`src/rtl/vm_arb_pkg.sv`:
```
// ============================================================================
// Module   : vm_arb_pkg
// Purpose  : Shared encodings for the Vm SRAM arbiter: sweep FSM states and
//            requester identifiers used to tag the read-return pipeline.
// Revision : 1.0 - initial release
// ============================================================================
`default_nettype none

package vm_arb_pkg;

    // Clear-sweep FSM states
    typedef enum logic [1:0] {
        ST_IDLE  = 2'd0,
        ST_CLEAR = 2'd1,
        ST_DONE  = 2'd2
    } arb_state_t;

    // Owner of an SRAM access; only WORK/CFG reads ever produce an rvalid
    typedef enum logic [1:0] {
        REQ_NONE = 2'd0,
        REQ_WORK = 2'd1,
        REQ_CFG  = 2'd2,
        REQ_CLR  = 2'd3
    } req_id_t;

endpackage

`default_nettype wire

```
`src/rtl/vm_clear_sweeper.sv`:
```
// ============================================================================
// Module   : vm_clear_sweeper
// Purpose  : Clear-sweep sequencer. On clear_start (from IDLE) walks the
//            address counter 0..neu_num-1, one address per cycle, then
//            spends one cycle in DONE to pulse clear_done. neu_num==0 goes
//            straight to DONE without issuing any address.
// Revision : 1.0 - initial release
// ============================================================================
`default_nettype none

module vm_clear_sweeper
    import vm_arb_pkg::*;
#(
    parameter int NNW = 12
) (
    input  logic           clk,
    input  logic           rst,
    input  logic           clear_start,
    input  logic [NNW-1:0] neu_num,
    output logic           sweep_idle,
    output logic           sweep_valid,
    output logic [NNW-1:0] sweep_addr,
    output logic           clear_done
);

    arb_state_t     r_state;
    arb_state_t     w_state_next;
    logic [NNW-1:0] r_cnt;
    logic [NNW-1:0] w_cnt_next;
    logic [NNW-1:0] r_last;
    logic [NNW-1:0] w_last_next;

    // State, address counter and latched final address
    always_ff @(posedge clk or posedge rst) begin
        if (rst) begin
            r_state <= ST_IDLE;
            r_cnt   <= '0;
            r_last  <= '0;
        end else begin
            r_state <= w_state_next;
            r_cnt   <= w_cnt_next;
            r_last  <= w_last_next;
        end
    end

    // Next-state logic; neu_num is latched so it may change mid-sweep
    always_comb begin
        w_state_next = r_state;
        w_cnt_next   = r_cnt;
        w_last_next  = r_last;
        case (r_state)
            ST_IDLE: begin
                if (clear_start) begin
                    w_cnt_next = '0;
                    if (neu_num == '0) begin
                        w_state_next = ST_DONE;
                    end else begin
                        w_state_next = ST_CLEAR;
                        w_last_next  = neu_num - NNW'(1);
                    end
                end
            end
            ST_CLEAR: begin
                if (r_cnt == r_last) begin
                    w_state_next = ST_DONE;
                end else begin
                    w_cnt_next = r_cnt + NNW'(1);
                end
            end
            ST_DONE: begin
                w_state_next = ST_IDLE;
                w_cnt_next   = '0;
            end
            default: begin
                w_state_next = ST_IDLE;
                w_cnt_next   = '0;
            end
        endcase
    end

    assign sweep_idle  = (r_state == ST_IDLE);
    assign sweep_valid = (r_state == ST_CLEAR);
    assign sweep_addr  = r_cnt;
    assign clear_done  = (r_state == ST_DONE);

endmodule

`default_nettype wire

```
`src/rtl/vm_mem_arbiter.sv`:
```
// ============================================================================
// Module   : vm_mem_arbiter
// Purpose  : Shares the single-port Vm SRAM between the work pipeline, the
//            configurator and an internal clear sweeper. Priority per cycle:
//            sweep > work > config. Commands are registered onto mem_* one
//            cycle after grant; read data returns one cycle later with the
//            owner's rvalid pulsed.
// Options  : VM_ARB_STARVE_GUARD_EN - lets config win a contested cycle after
//            STARVE_MAX consecutive losses to work.
// Revision : 1.0 - initial release
// ============================================================================
`default_nettype none

module vm_mem_arbiter
    import vm_arb_pkg::*;
#(
    parameter int          NNW        = 12,
    parameter int          VW         = 20,
    parameter logic [VW-1:0] CLEAR_VAL = '0,
    parameter int          STARVE_MAX = 8
) (
    input  logic           clk,
    input  logic           rst,
    input  logic           work_req,
    input  logic           work_we,
    input  logic [NNW-1:0] work_addr,
    input  logic [VW-1:0]  work_wdata,
    output logic           work_gnt,
    output logic           work_rvalid,
    input  logic           cfg_req,
    input  logic           cfg_we,
    input  logic [NNW-1:0] cfg_addr,
    input  logic [VW-1:0]  cfg_wdata,
    output logic           cfg_gnt,
    output logic           cfg_rvalid,
    input  logic           clear_start,
    input  logic [NNW-1:0] neu_num,
    output logic           clear_busy,
    output logic           clear_done,
    output logic           mem_en,
    output logic           mem_we,
    output logic [NNW-1:0] mem_addr,
    output logic [VW-1:0]  mem_wdata,
    input  logic [VW-1:0]  mem_rdata
);

    logic           w_sweep_idle;
    logic           w_sweep_valid;
    logic [NNW-1:0] w_sweep_addr;
    logic           w_cfg_favored;
    logic           w_work_gnt;
    logic           w_cfg_gnt;
    logic           w_sel_en;
    logic           w_sel_we;
    logic [NNW-1:0] w_sel_addr;
    logic [VW-1:0]  w_sel_wdata;
    req_id_t        w_sel_tag;
    req_id_t        r_tag_q1;
    req_id_t        r_tag_q2;
    logic           r_mem_en;
    logic           r_mem_we;
    logic [NNW-1:0] r_mem_addr;
    logic [VW-1:0]  r_mem_wdata;
    logic           w_unused;

    vm_clear_sweeper #(
        .NNW (NNW)
    ) u_sweeper (
        .clk         (clk),
        .rst         (rst),
        .clear_start (clear_start),
        .neu_num     (neu_num),
        .sweep_idle  (w_sweep_idle),
        .sweep_valid (w_sweep_valid),
        .sweep_addr  (w_sweep_addr),
        .clear_done  (clear_done)
    );

`ifdef VM_ARB_STARVE_GUARD_EN
    localparam int c_STARVE_W = $clog2(STARVE_MAX + 1);

    logic [c_STARVE_W-1:0] r_starve;

    assign w_cfg_favored = (r_starve == c_STARVE_W'(STARVE_MAX));

    // Count consecutive cycles config loses to work; saturates at the limit
    always_ff @(posedge clk or posedge rst) begin
        if (rst) begin
            r_starve <= '0;
        end else if (w_cfg_gnt || !cfg_req) begin
            r_starve <= '0;
        end else if (w_work_gnt && !w_cfg_favored) begin
            r_starve <= r_starve + c_STARVE_W'(1);
        end
    end

    assign w_unused = ^mem_rdata;
`else
    // Strict work-over-config priority
    assign w_cfg_favored = 1'b0;
    assign w_unused      = ^{mem_rdata, STARVE_MAX};
`endif

    // Grants only outside the sweep; work wins unless config is owed a turn
    assign w_work_gnt = w_sweep_idle & work_req & ~(cfg_req & w_cfg_favored);
    assign w_cfg_gnt  = w_sweep_idle & cfg_req & ~w_work_gnt;
    assign work_gnt   = w_work_gnt;
    assign cfg_gnt    = w_cfg_gnt;
    assign clear_busy = w_sweep_valid;

    // Select this cycle's SRAM command and the read-return owner
    always_comb begin
        w_sel_en    = 1'b0;
        w_sel_we    = 1'b0;
        w_sel_addr  = '0;
        w_sel_wdata = '0;
        w_sel_tag   = REQ_NONE;
        if (w_sweep_valid) begin
            w_sel_en    = 1'b1;
            w_sel_we    = 1'b1;
            w_sel_addr  = w_sweep_addr;
            w_sel_wdata = CLEAR_VAL;
        end else if (w_work_gnt) begin
            w_sel_en    = 1'b1;
            w_sel_we    = work_we;
            w_sel_addr  = work_addr;
            w_sel_wdata = work_wdata;
            w_sel_tag   = work_we ? REQ_NONE : REQ_WORK;
        end else if (w_cfg_gnt) begin
            w_sel_en    = 1'b1;
            w_sel_we    = cfg_we;
            w_sel_addr  = cfg_addr;
            w_sel_wdata = cfg_wdata;
            w_sel_tag   = cfg_we ? REQ_NONE : REQ_CFG;
        end
    end

    // SRAM command register; address/data hold while the macro is idle
    always_ff @(posedge clk or posedge rst) begin
        if (rst) begin
            r_mem_en    <= 1'b0;
            r_mem_we    <= 1'b0;
            r_mem_addr  <= '0;
            r_mem_wdata <= '0;
        end else begin
            r_mem_en <= w_sel_en;
            r_mem_we <= w_sel_we;
            if (w_sel_en) begin
                r_mem_addr  <= w_sel_addr;
                r_mem_wdata <= w_sel_wdata;
            end
        end
    end

    // Two-stage owner tag aligning rvalid with the SRAM read latency
    always_ff @(posedge clk or posedge rst) begin
        if (rst) begin
            r_tag_q1 <= REQ_NONE;
            r_tag_q2 <= REQ_NONE;
        end else begin
            r_tag_q1 <= w_sel_tag;
            r_tag_q2 <= r_tag_q1;
        end
    end

    assign mem_en      = r_mem_en;
    assign mem_we      = r_mem_we;
    assign mem_addr    = r_mem_addr;
    assign mem_wdata   = r_mem_wdata;
    assign work_rvalid = (r_tag_q2 == REQ_WORK);
    assign cfg_rvalid  = (r_tag_q2 == REQ_CFG);

endmodule

`default_nettype wire

```
`config.mk`:
```
export PLATFORM = sky130hd
export DESIGN_NAME = vm_mem_arbiter
export DESIGN_NICKNAME = d
export VERILOG_FILES = /design/src/rtl/vm_arb_pkg.sv /design/src/rtl/vm_clear_sweeper.sv /design/src/rtl/vm_mem_arbiter.sv
export SDC_FILE = /design/constraint.sdc
export NUM_CORES = 1
export LEC_CHECK = 0
export ABC_AREA = 1
export BUFFER_PORTS_ARGS = -buffer_cell sky130_fd_sc_hd__buf_2
export CORE_MARGIN = 5
export CORE_UTILIZATION = 48
export DETAILED_ROUTE_END_ITERATION = 16
export GPL_TIMING_DRIVEN = 1
export PLACE_DENSITY = 0.8
export SYNTH_ARGS = -nofsm -noshare
export SYNTH_HDL_FRONTEND = slang
export SYNTH_SLANG_ARGS = --single-unit
```
`constraint.sdc`:
```
create_clock -name clk -period 2.5 [get_ports clk]
set_input_delay 0.25 -clock clk [delete_from_list [all_inputs] [get_ports clk]]
set_output_delay 0.25 -clock clk [all_outputs]
set_load 0.03 [all_outputs]
```
### Yosys cells after proc, flatten, opt, wreduce, memory -nomap -nowiden

Cells that the tools add are included.

| storage, ports and cells | value |
|---|---|
| output and inout bits | 40 |
| memories | 0 |
| register bits | 64 |
| word-level logic and storage cells | 53 |
| memory bits (writable) | 0 |
| bits in read-only memories | 0 |
| bits in latches | 0 |

| operators by class | value |
|---|---|
| bitwise gates (word level) | 5 |
| eq/ne operators | 8 |
| reductions and logical operators | 5 |
| muxes and demuxes | 24 |
| shift-type cells | 0 |
| multiply operators | 0 |
| divide/modulo/power cells | 0 |
| add/sub/neg operators | 2 |
| magnitude comparators | 0 |

Operators by type and width:

| kind | count |
|---|---|
| two-way mux 12 bit | 5 |
| two-way mux 20 bit | 3 |
| case mux 12 bit (2 select lines) | 1 |
| two-way mux 2 bit | 7 |
| adder 12 x 1 -> 12 bit (second input constant) | 1 |
| == test 12 bit | 1 |
| logical NOT 12 bit | 1 |
| subtractor 12 x 1 -> 12 bit (second input constant) | 1 |
| two-way mux 1 bit | 7 |
| == test 2 x 1 -> 1 bit (second input constant) | 2 |
| == test 2 bit (second input constant) | 2 |
| != test 2 bit (second input constant) | 2 |
| case mux 2 bit (2 select lines) | 1 |
| AND reduction 2 bit | 2 |
| AND 1 bit | 3 |
| AND reduction 3 bit | 1 |
| logical NOT 2 bit | 1 |
| != test 2 x 1 -> 1 bit (second input constant) | 1 |
| inverter 1 bit | 2 |

### Logic depth before layout (Yosys ltp)

Gate-level depths: netlist of run 1.

| logic depth | value |
|---|---|
| depth after elaboration | 7 |
| gate-level depth with buffers | 12 |
| mapped depth without buffers | 10 |

### Modules after synthesis

A second synthesis of run 1 with hierarchy kept.

| second synthesis, totals | value |
|---|---|
| cell total of the unflattened synthesis | 570 |
| area total of the unflattened synthesis | 3,898.7 um^2 |

Modules (own cells, without submodules):

| module | instances | cells each | area each (um^2) |
|---|---|---|---|
| vm_mem_arbiter | 1 | 304 | 2,124.5 |
| vm_clear_sweeper | 1 | 266 | 1,774.2 |

### Worst setup path before layout of run 1

Ideal clock, no wire load.

| timing path | value |
|---|---|
| path kind | flip-flop to output port |
| start point | register u_sweeper.r_state[1] |
| end point | output port cfg_gnt |
| required time | 2.250 ns |
| arrival time | 1.136 ns |
| cell stages (with the launch flop) | 5 |
| setup slack | 1.114 ns |
| cells stage by stage | dfrtp_1 -> nor2_2 -> nand2_1 -> nor2_2 -> buf_2 |

| on the way | value |
|---|---|
| word-level cells in the longest chain between the ends | 4 |
| elaborated cells on any way between the ends | 5 |

RTL lines:

| item | line | RTL |
|---|---|---|
| from (decl) | vm_clear_sweeper.sv:26 | `arb_state_t r_state;` |
| from (signal assigned) | vm_clear_sweeper.sv:40 | `r_state <= w_state_next;` |
| logical NOT 2 bit * | vm_clear_sweeper.sv:81 | `assign sweep_idle = (r_state == ST_IDLE);` |
| AND 1 bit | vm_mem_arbiter.sv:105 | `assign w_work_gnt = w_sweep_idle & work_req & ~(cfg_req & w_cfg_favored);` |
| inverter 1 bit | vm_mem_arbiter.sv:106 | `assign w_cfg_gnt = w_sweep_idle & cfg_req & ~w_work_gnt;` |
| AND 1 bit * | vm_mem_arbiter.sv:106 |  |
| to (decl) | vm_mem_arbiter.sv:34 | `output logic cfg_gnt,` |

Every way passes the cells marked *; elsewhere a longest branch is shown, timed or not.

### Final worst setup path of run 1

Ends and elaborated chain as after synthesis.

==> results of run 1 <==
==> stage by stage <==
stage | setup WS, ns | utilization [%] | hold WS, ns
final | 0.699 | 62.7 | 0.0475
after floorplan | 0.652 | - | 0.316
after detailed placement | 0.822 | 59.5 | 0.341
after CTS | 0.697 | 62.7 | 0.0608
after global placement | 0.852 | 59.5 | 0.334
after global routing | 0.598 | 62.7 | 0.0640
==> layer usage <==
layer | vias to the layer above | track usage [%]
met5 | - | 0
met4 | 0 | 7.94
met3 | 15 | 5.61
met2 | 135 | 34.9
met1 | 1502 | 26.1
li1 | 1671 | -
==> worst max path at each step <==
| stage | start | endpoint | slack [ns] | cells past startpoint |
|---|---|---|---|---|
| 6_report | u_sweeper.r_state[1]$_DFFE_PP0P_ | cfg_gnt | 0.70 | 4 |
| 5_1_grt | u_sweeper.r_state[1]$_DFFE_PP0P_ | cfg_gnt | 0.60 | 4 |
| 4_1_cts | u_sweeper.r_state[1]$_DFFE_PP0P_ | cfg_gnt | 0.70 | 4 |
| 3_5_place_dp | neu_num[0] | u_sweeper.r_last[8]$_DFFE_PP0P_ | 0.82 | 10 |
| 3_3_place_gp | neu_num[0] | u_sweeper.r_last[10]$_DFFE_PP0P_ | 0.85 | 10 |
| 2_1_floorplan | rst | mem_addr[0]$_DFFE_PP0P_ | 0.65 | 1 |
==> Yosys cell counts, types with 2 or more instances <==
| cell | count | area, sq um |
|---|---|---|
| dfrtp_1 | 64 | 1600 |
| a221oi_1 | 2 | 17.5 |
| nand4_1 | 12 | 75.1 |
| nor2_2 | 6 | 37.5 |
| inv_1 | 36 | 135 |
| nand3_1 | 41 | 205 |
| buf_2 | 11 | 55.1 |
| xor2_1 | 10 | 87.6 |
| ha_1 | 3 | 37.5 |
| nand2_1 | 191 | 717 |
| clkbuf_2 | 2 | 10.0 |
| o21ai_0 | 14 | 70.1 |
| a21oi_1 | 5 | 25.0 |
| clkbuf_1 | 3 | 11.3 |
| nor3_1 | 7 | 35.0 |
| nor2_1 | 29 | 109 |
| xnor2_1 | 6 | 52.6 |
| inv_2 | 2 | 7.51 |
| o22ai_1 | 2 | 12.5 |
==> registers in the layout (all words and copies together), names as in the netlist <==
| name | flops |
|---|---|
| mem_addr | 12 |
| mem_en | 1 |
| mem_wdata | 20 |
| mem_we | 1 |
| r_tag_q1 | 2 |
| r_tag_q2 | 2 |
| u_sweeper.r_last | 12 |
| u_sweeper.r_state | 2 |
| u_sweeper.sweep_addr | 12 |
==> layout make-up <==
| class | count | area [sq um] |
|---|---|---|
| Inverter | 39 | 146 |
| Fill cell | 589 | 2530 |
| Clock inverter | 3 | 65.1 |
| Tap cell | 96 | 120 |
| Clock buffer | 13 | 149 |
| Timing Repair Buffer | 128 | 656 |
| Multi-Input combinational cell | 333 | 1520 |
| Sequential cell | 64 | 1600 |
==> report_power, final <==
part / internal (mW) / switching (mW) / total (mW)
combinational: 0.438 / 0.828 / 1.27
sequential: 1.28 / 0.196 / 1.48
clock: 0.588 / 0.382 / 0.971
total: 2.31 / 1.41 / 3.72
==> cell usage in the layout, fill, tap and decap left out, types with 2 or more instances in the layout <==
cell type  instances
nand3_1           41
dfrtp_1           64
o22ai_1            2
clkbuf_8          10
a21oi_1            5
nor2_2             6
xor2_1            10
bufinv_16          2
o21ai_0           14
a221oi_1           2
inv_1             35
inv_2              3
nor3_1             7
buf_2            122
nor2_1            29
xnor2_1            6
buf_4              6
nand4_1           12
ha_1               3
nand2_1          191
clkbuf_1           3
==> cell families after synthesis <==
kind of cell	after synthesis	share of synthesized area, %
buffers and inverters	58	7.28
xor gates and xnor gates	16	4.16
adders and majority gates	3	1.11
AOI/OAI and AO/OA	26	4.42
and+or+nand+nor	288	35.5
DFF	64	47.5
==> results.py, run 1 <==
metrics = {
    "worst_setup_path": {
        "cpMostUsedCell": "nor2_2",
        "required_ns": 2.25,
        "setup.worst_path.start_class": "register",
        "regToRegSetupSlack_ns": 0.76,
        "cpMaxStageDelayCell": "dfrtp_1",
        "critical_path.n_buffers_inverters": 1,
        "critical_path.reg2reg.endpoint": "u_sweeper.sweep_addr[3]$_DFFE_PP0P_",
        "cp_slowest_stage_delay_ns": 0.41,
        "r2r_cells": 10,
        "critical_path_arrival_ns": 1.55,
        "worst_r2r_startpoint": "u_sweeper.sweep_addr[8]$_DFFE_PP0P_",
        "critical_path.top_delay_family": "simple AND/OR/NAND/NOR gates",
        "timing.setup.critical_path_class": "register to primary output",
        "setup.worst_path.end_class": "primary output",
        "cp_cell_sequence": "nor2_2 > nand2_1 > nor2_2 > buf_2",
        "worst-path-max-fanout": 6,
    },
    "floorplanning": {
        "die_width_microns": 93.8,
        "std_cell_rows": 30,
        "floorplan.io_pins": 143,
        "core_area_sq_um": 6790,
        "die_area_sq_um": 8790,
        "die_y_microns": 93.8,
        "start_util_pct": 49.6,
    },
    "sta": {
        "clock.fmax_ghz": 0.555,
        "report.final.setup_viol": 0,
        "timing.setup.tns_ns": 0,
        "final.setup_skew_ns": 0.00414,
        "slew_headroom_pct": 48.3,
        "grt_setup_unrepaired": "no",
        "period_share_pct": 72.0,
        "finalMaxSlewViolations": 0,
        "worstMarginPinSlew_ns": 0.774,
        "hold_viol_final": 0,
        "finalCriticalPeriod_ns": 1.80,
    },
    "detailed_routing": {
        "drt_total_wl_microns": 8820,
        "first_iter_violations": 253,
        "drt-pass1-iter-count": 7,
        "met2_length_microns": 4120,
        "wl_met1_microns": 3760,
        "wl_met3_microns": 739,
        "route.top_layer_used": "met4",
        "route.vias.total": 3323,
        "routed_wire_length_per_instance_microns": 13.0,
        "route.detailed.vias_per_inst": 4.92,
        "postRouteAntennaNets": 0,
        "post-route-drc-count": 0,
    },
    "clock_network": {
        "post_cts_resize_count": 0,
        "ctsLongestPathBuffers": 2,
        "clock-sinks": 64,
        "holdBufCountCts": 0,
        "root_buffer": "clkbuf_8",
        "post_cts_clock_slew_at_the_launch_and_capture_registers_of_the_worst_setup_and_hold_paths_ns": 0.06,
        "worst_skew_pair.late_latency_ns": 0.34,
        "tritoncts_clock_tree": "done",
        "tritoncts_buffer_count": 9,
        "cts_max_level": 3,
        "post_cts.repair.setup_buffers": 0,
    },
    "logic_synthesis": {
        "synthDistinctLibCells": 28,
        "mappedNetlistArea_sq_um": 3370,
        "postSynthRegisterBits": 64,
        "synth-async-reset-ratio_pct": 100,
        "syn-num-nets": 561,
        "postSynthAreaPerCell_sq_um": 7.40,
        "yosys_most_used_dff": "dfrtp_1",
        "syn_inst": 455,
        "synth.yosys.warnings": 0,
        "synth_enable_flop_cells": 0,
        "synth_seq_area_share_pct": 47.5,
    },
    "final_layout": {
        "syn_to_final_growth_pct": 26.4,
        "fin_cells": 676,
        "antenna_cells": 0,
        "layout.cell_area.non_filler_sq_um": 4260,
        "layout-drive-gt1-share_pct": 26.2,
        "design.final.nets": 681,
    },
    "power": {
        "peak_vdd_ir_v": 0.000328,
        "power.static_leakage_nw": 2.37,
        "design_power_total_mw": 3.72,
        "power_density_nw_per_um2": 872,
    },
    "place": {
        "portBuffers": 122,
        "detailedPlacementHpwl_microns": 6640,
        "place_area_sq_um": 4050,
        "gp_congestion": 0.878,
        "numPlacedInstances": 660,
    },
    "grt": {
        "initial_antenna_violation_count": 0,
        "pin_count_of_the_biggest_net_entering_global_routing": 40,
        "gr-usage-all-layers_pct": 21.0,
        "global_route_wire_length_before_repair_microns": 14700,
        "gr-total-overflow": 0,
        "via_count_of_the_first_global_routing_pass": 3228,
    },
    "run_status": {
        "run_status": "complete, no violations",
    },
    "worst_hold_path": {
        "min_path_type": "input pin to async pin",
    },
    "run": {
        "cap_violations": 0,
    },
}
(Power assumes the default switching activity.)
==> inputs of run 2 (changes only) <==
==> constraint.sdc (replaced) <==
create_clock -name clk -period 1.9 [get_ports clk]
set_input_delay 0.19 -clock clk [delete_from_list [all_inputs] [get_ports clk]]
set_output_delay 0.19 -clock clk [all_outputs]
set_load 0.03 [all_outputs]
==> run 2 against run 1 <==
Combinational power rose by 34%. Worst hold slack got worse by 0.028 ns. Via count fell by 1.0%. Clock skew rose by 0.0010 ns. Cell count rose by 0.74%. Global-route usage rose by 0.079 points. Sequential cell count did not move. Critical path depth did not move. Worst setup slack got worse by 0.53 ns. Critical endpoint unchanged. Largest power group unchanged. Highest routed layer unchanged.
==> results.py, run 2 (synthesis gave the netlist of run 1 again) <==
metrics = {
    "run_status": {
        "run_status": "complete, no violations",
    },
    "sta": {
        "slew_headroom_pct": 66.5,
        "report.final.setup_viol": 0,
        "final.setup_skew_ns": 0.00515,
        "period_share_pct": 91.0,
        "finalMaxSlewViolations": 0,
        "timing.setup.tns_ns": 0,
        "hold_viol_final": 0,
        "worstMarginPinSlew_ns": 0.502,
        "grt_setup_unrepaired": "no",
        "finalCriticalPeriod_ns": 1.73,
        "clock.fmax_ghz": 0.579,
        "worst_hold_slack_ns": 0.0195,
    },
    "floorplanning": {
        "die_area_sq_um": 8790,
        "die_width_microns": 93.8,
        "std_cell_rows": 30,
        "floorplan.io_pins": 143,
        "core_area_sq_um": 6790,
        "start_util_pct": 49.6,
        "die_y_microns": 93.8,
    },
    "detailed_routing": {
        "routed_wire_length_per_instance_microns": 12.9,
        "post-route-drc-count": 0,
        "route.vias.total": 3289,
        "postRouteAntennaNets": 0,
        "drt-pass1-iter-count": 4,
        "route.detailed.vias_per_inst": 4.83,
        "first_iter_violations": 171,
        "drt_total_wl_microns": 8760,
    },
    "grt": {
        "pin_count_of_the_biggest_net_entering_global_routing": 31,
        "initial_antenna_violation_count": 0,
        "gr-total-overflow": 0,
        "global_route_wire_length_before_repair_microns": 14700,
        "via_count_of_the_first_global_routing_pass": 3250,
        "gr-usage-all-layers_pct": 21.1,
    },
    "final_layout": {
        "layout_commonest_cell": "nand2_1",
        "layout-drive-gt1-share_pct": 26.8,
        "largest_register_ffs": 20,
        "utilization_after_layout_pct": 64.3,
        "antenna_cells": 0,
        "syn_to_final_growth_pct": 29.6,
        "mostFrequentLayoutCells": "191 x nand2_1, 122 x buf_2, 64 x dfrtp_1",
        "num-fill-cells": 590,
        "multi_input_gate_area_sq_um": 1530,
        "design.final.nets": 686,
        "seqCellArea_sq_um": 1600,
    },
    "worst_hold_path": {
        "timing.hold.worst_path_depth": 2,
        "hp-start": "cfg_we",
        "hold-path-endpoint": "r_tag_q1[1]$_DFF_PP0_",
        "min_path_type": "input pin to register",
    },
    "worst_setup_path": {
        "timing.setup.critical_path_class": "register to primary output",
        "regToRegSetupSlack_ns": 0.22,
        "worst_r2r_startpoint": "u_sweeper.sweep_addr[8]$_DFFE_PP0P_",
        "worst-path-max-fanout": 6,
        "critical_path.reg2reg.endpoint": "u_sweeper.sweep_addr[6]$_DFFE_PP0P_",
        "required_ns": 1.71,
        "r2r_cells": 10,
        "setup.worst_path.end_class": "primary output",
        "critical_path_arrival_ns": 1.54,
        "setup.worst_path.start": "u_sweeper.r_state[1]$_DFFE_PP0P_",
        "setup.worst_path.start_class": "register",
    },
    "power": {
        "design_power_total_mw": 4.98,
        "p_switching_mw": 1.87,
        "power_density_nw_per_um2": 1140,
        "switching_share_pct": 37.6,
        "clkPwrFrac_pct": 26.9,
        "cell_internal_pwr_mw": 3.11,
        "comb_power_share_pct": 34.1,
        "seq_power_share_pct": 39.0,
        "peak_vdd_ir_v": 0.000419,
        "power.static_leakage_nw": 2.41,
    },
    "place": {
        "detailedPlacementHpwl_microns": 6610,
        "portBuffers": 122,
        "gp_congestion": 0.916,
    },
    "clock_network": {
        "post_cts_clock_slew_at_the_launch_and_capture_registers_of_the_worst_setup_and_hold_paths_ns": 0.07,
        "ctsLongestPathBuffers": 2,
        "tritoncts_buffer_count": 9,
        "tritoncts_clock_tree": "done",
        "root_buffer": "clkbuf_8",
        "worst_skew_pair.late_latency_ns": 0.34,
        "cts_max_level": 3,
        "clock-sinks": 64,
        "post_cts.repair.setup_buffers": 0,
    },
    "run": {
        "cap_violations": 0,
    },
}
-- run 2: how the worst max path moves through the flow --
| stage | to | slack, ns | depth (start not counted) |
|---|---|---|---|
| floorplan | mem_addr[0]$_DFFE_PP0P_ | 0.11 | 1 |
| global placement | u_sweeper.sweep_addr[10]$_DFFE_PP0P_ | 0.28 | 10 |
| detailed placement | u_sweeper.sweep_addr[6]$_DFFE_PP0P_ | 0.25 | 10 |
| finish | cfg_gnt | 0.17 | 4 |
| CTS | cfg_gnt | 0.08 | 4 |
| global route | u_sweeper.sweep_addr[4]$_DFFE_PP0P_ | 0.002 | 10 |
-- run 2: cell type report --
| class | instances | area share (%) |
|---|---|---|
| Inverter | 39 | 3.35 |
| Sequential cell | 64 | 36.7 |
| Multi-Input combinational cell | 333 | 35.1 |
| Clock inverter | 4 | 1.75 |
| Timing Repair Buffer | 133 | 16.8 |
| Clock buffer | 12 | 3.55 |
| Tap cell | 96 | 2.75 |
-- run 2: layer usage --
layer / wire, microns / global-route usage [%]
met5: 0 / 0
met2: 4120 / 35.9
met4: 174 / 9.39
met3: 734 / 4.25
met1: 3730 / 25.8
-- run 2: per-stage QoR --
stage,instances,cell area [sq um],worst slack [ns]
after floorplan,455,3370,0.112
after global placement,663,4110,0.285
after detailed placement,663,4110,0.248
after CTS,681,4360,0.0766
after global routing,681,4370,0.00209
final,681,4370,0.172
-- run 2: power by group through the flow --
stage | combinational [mW] | clock, mW | sequential, mW
5_1_grt | 1.93 | 1.42 | 1.99
4_1_cts | 1.72 | 1.37 | 1.94
6_report | 1.70 | 1.34 | 1.94
3_5_place_dp | 1.71 | 0 | 1.96
3_3_place_gp | 1.66 | 0 | 1.94
2_1_floorplan | 0.992 | 0 | 2.16
-- run 2: worst max-delay path, cell delays in order (launching register included) --
cell	delay, ns
dfrtp_1	0.43
nor2_4	0.19
nand2_1	0.13
nor2_4	0.21
buf_2	0.24
-- run 2: repair_timing --
item,CTS,global route
hold buffers,2,0
pin swaps,0,0
resized for setup,1,1
endpoints found under the hold margin,21,0
setup endpoints to repair,1,1
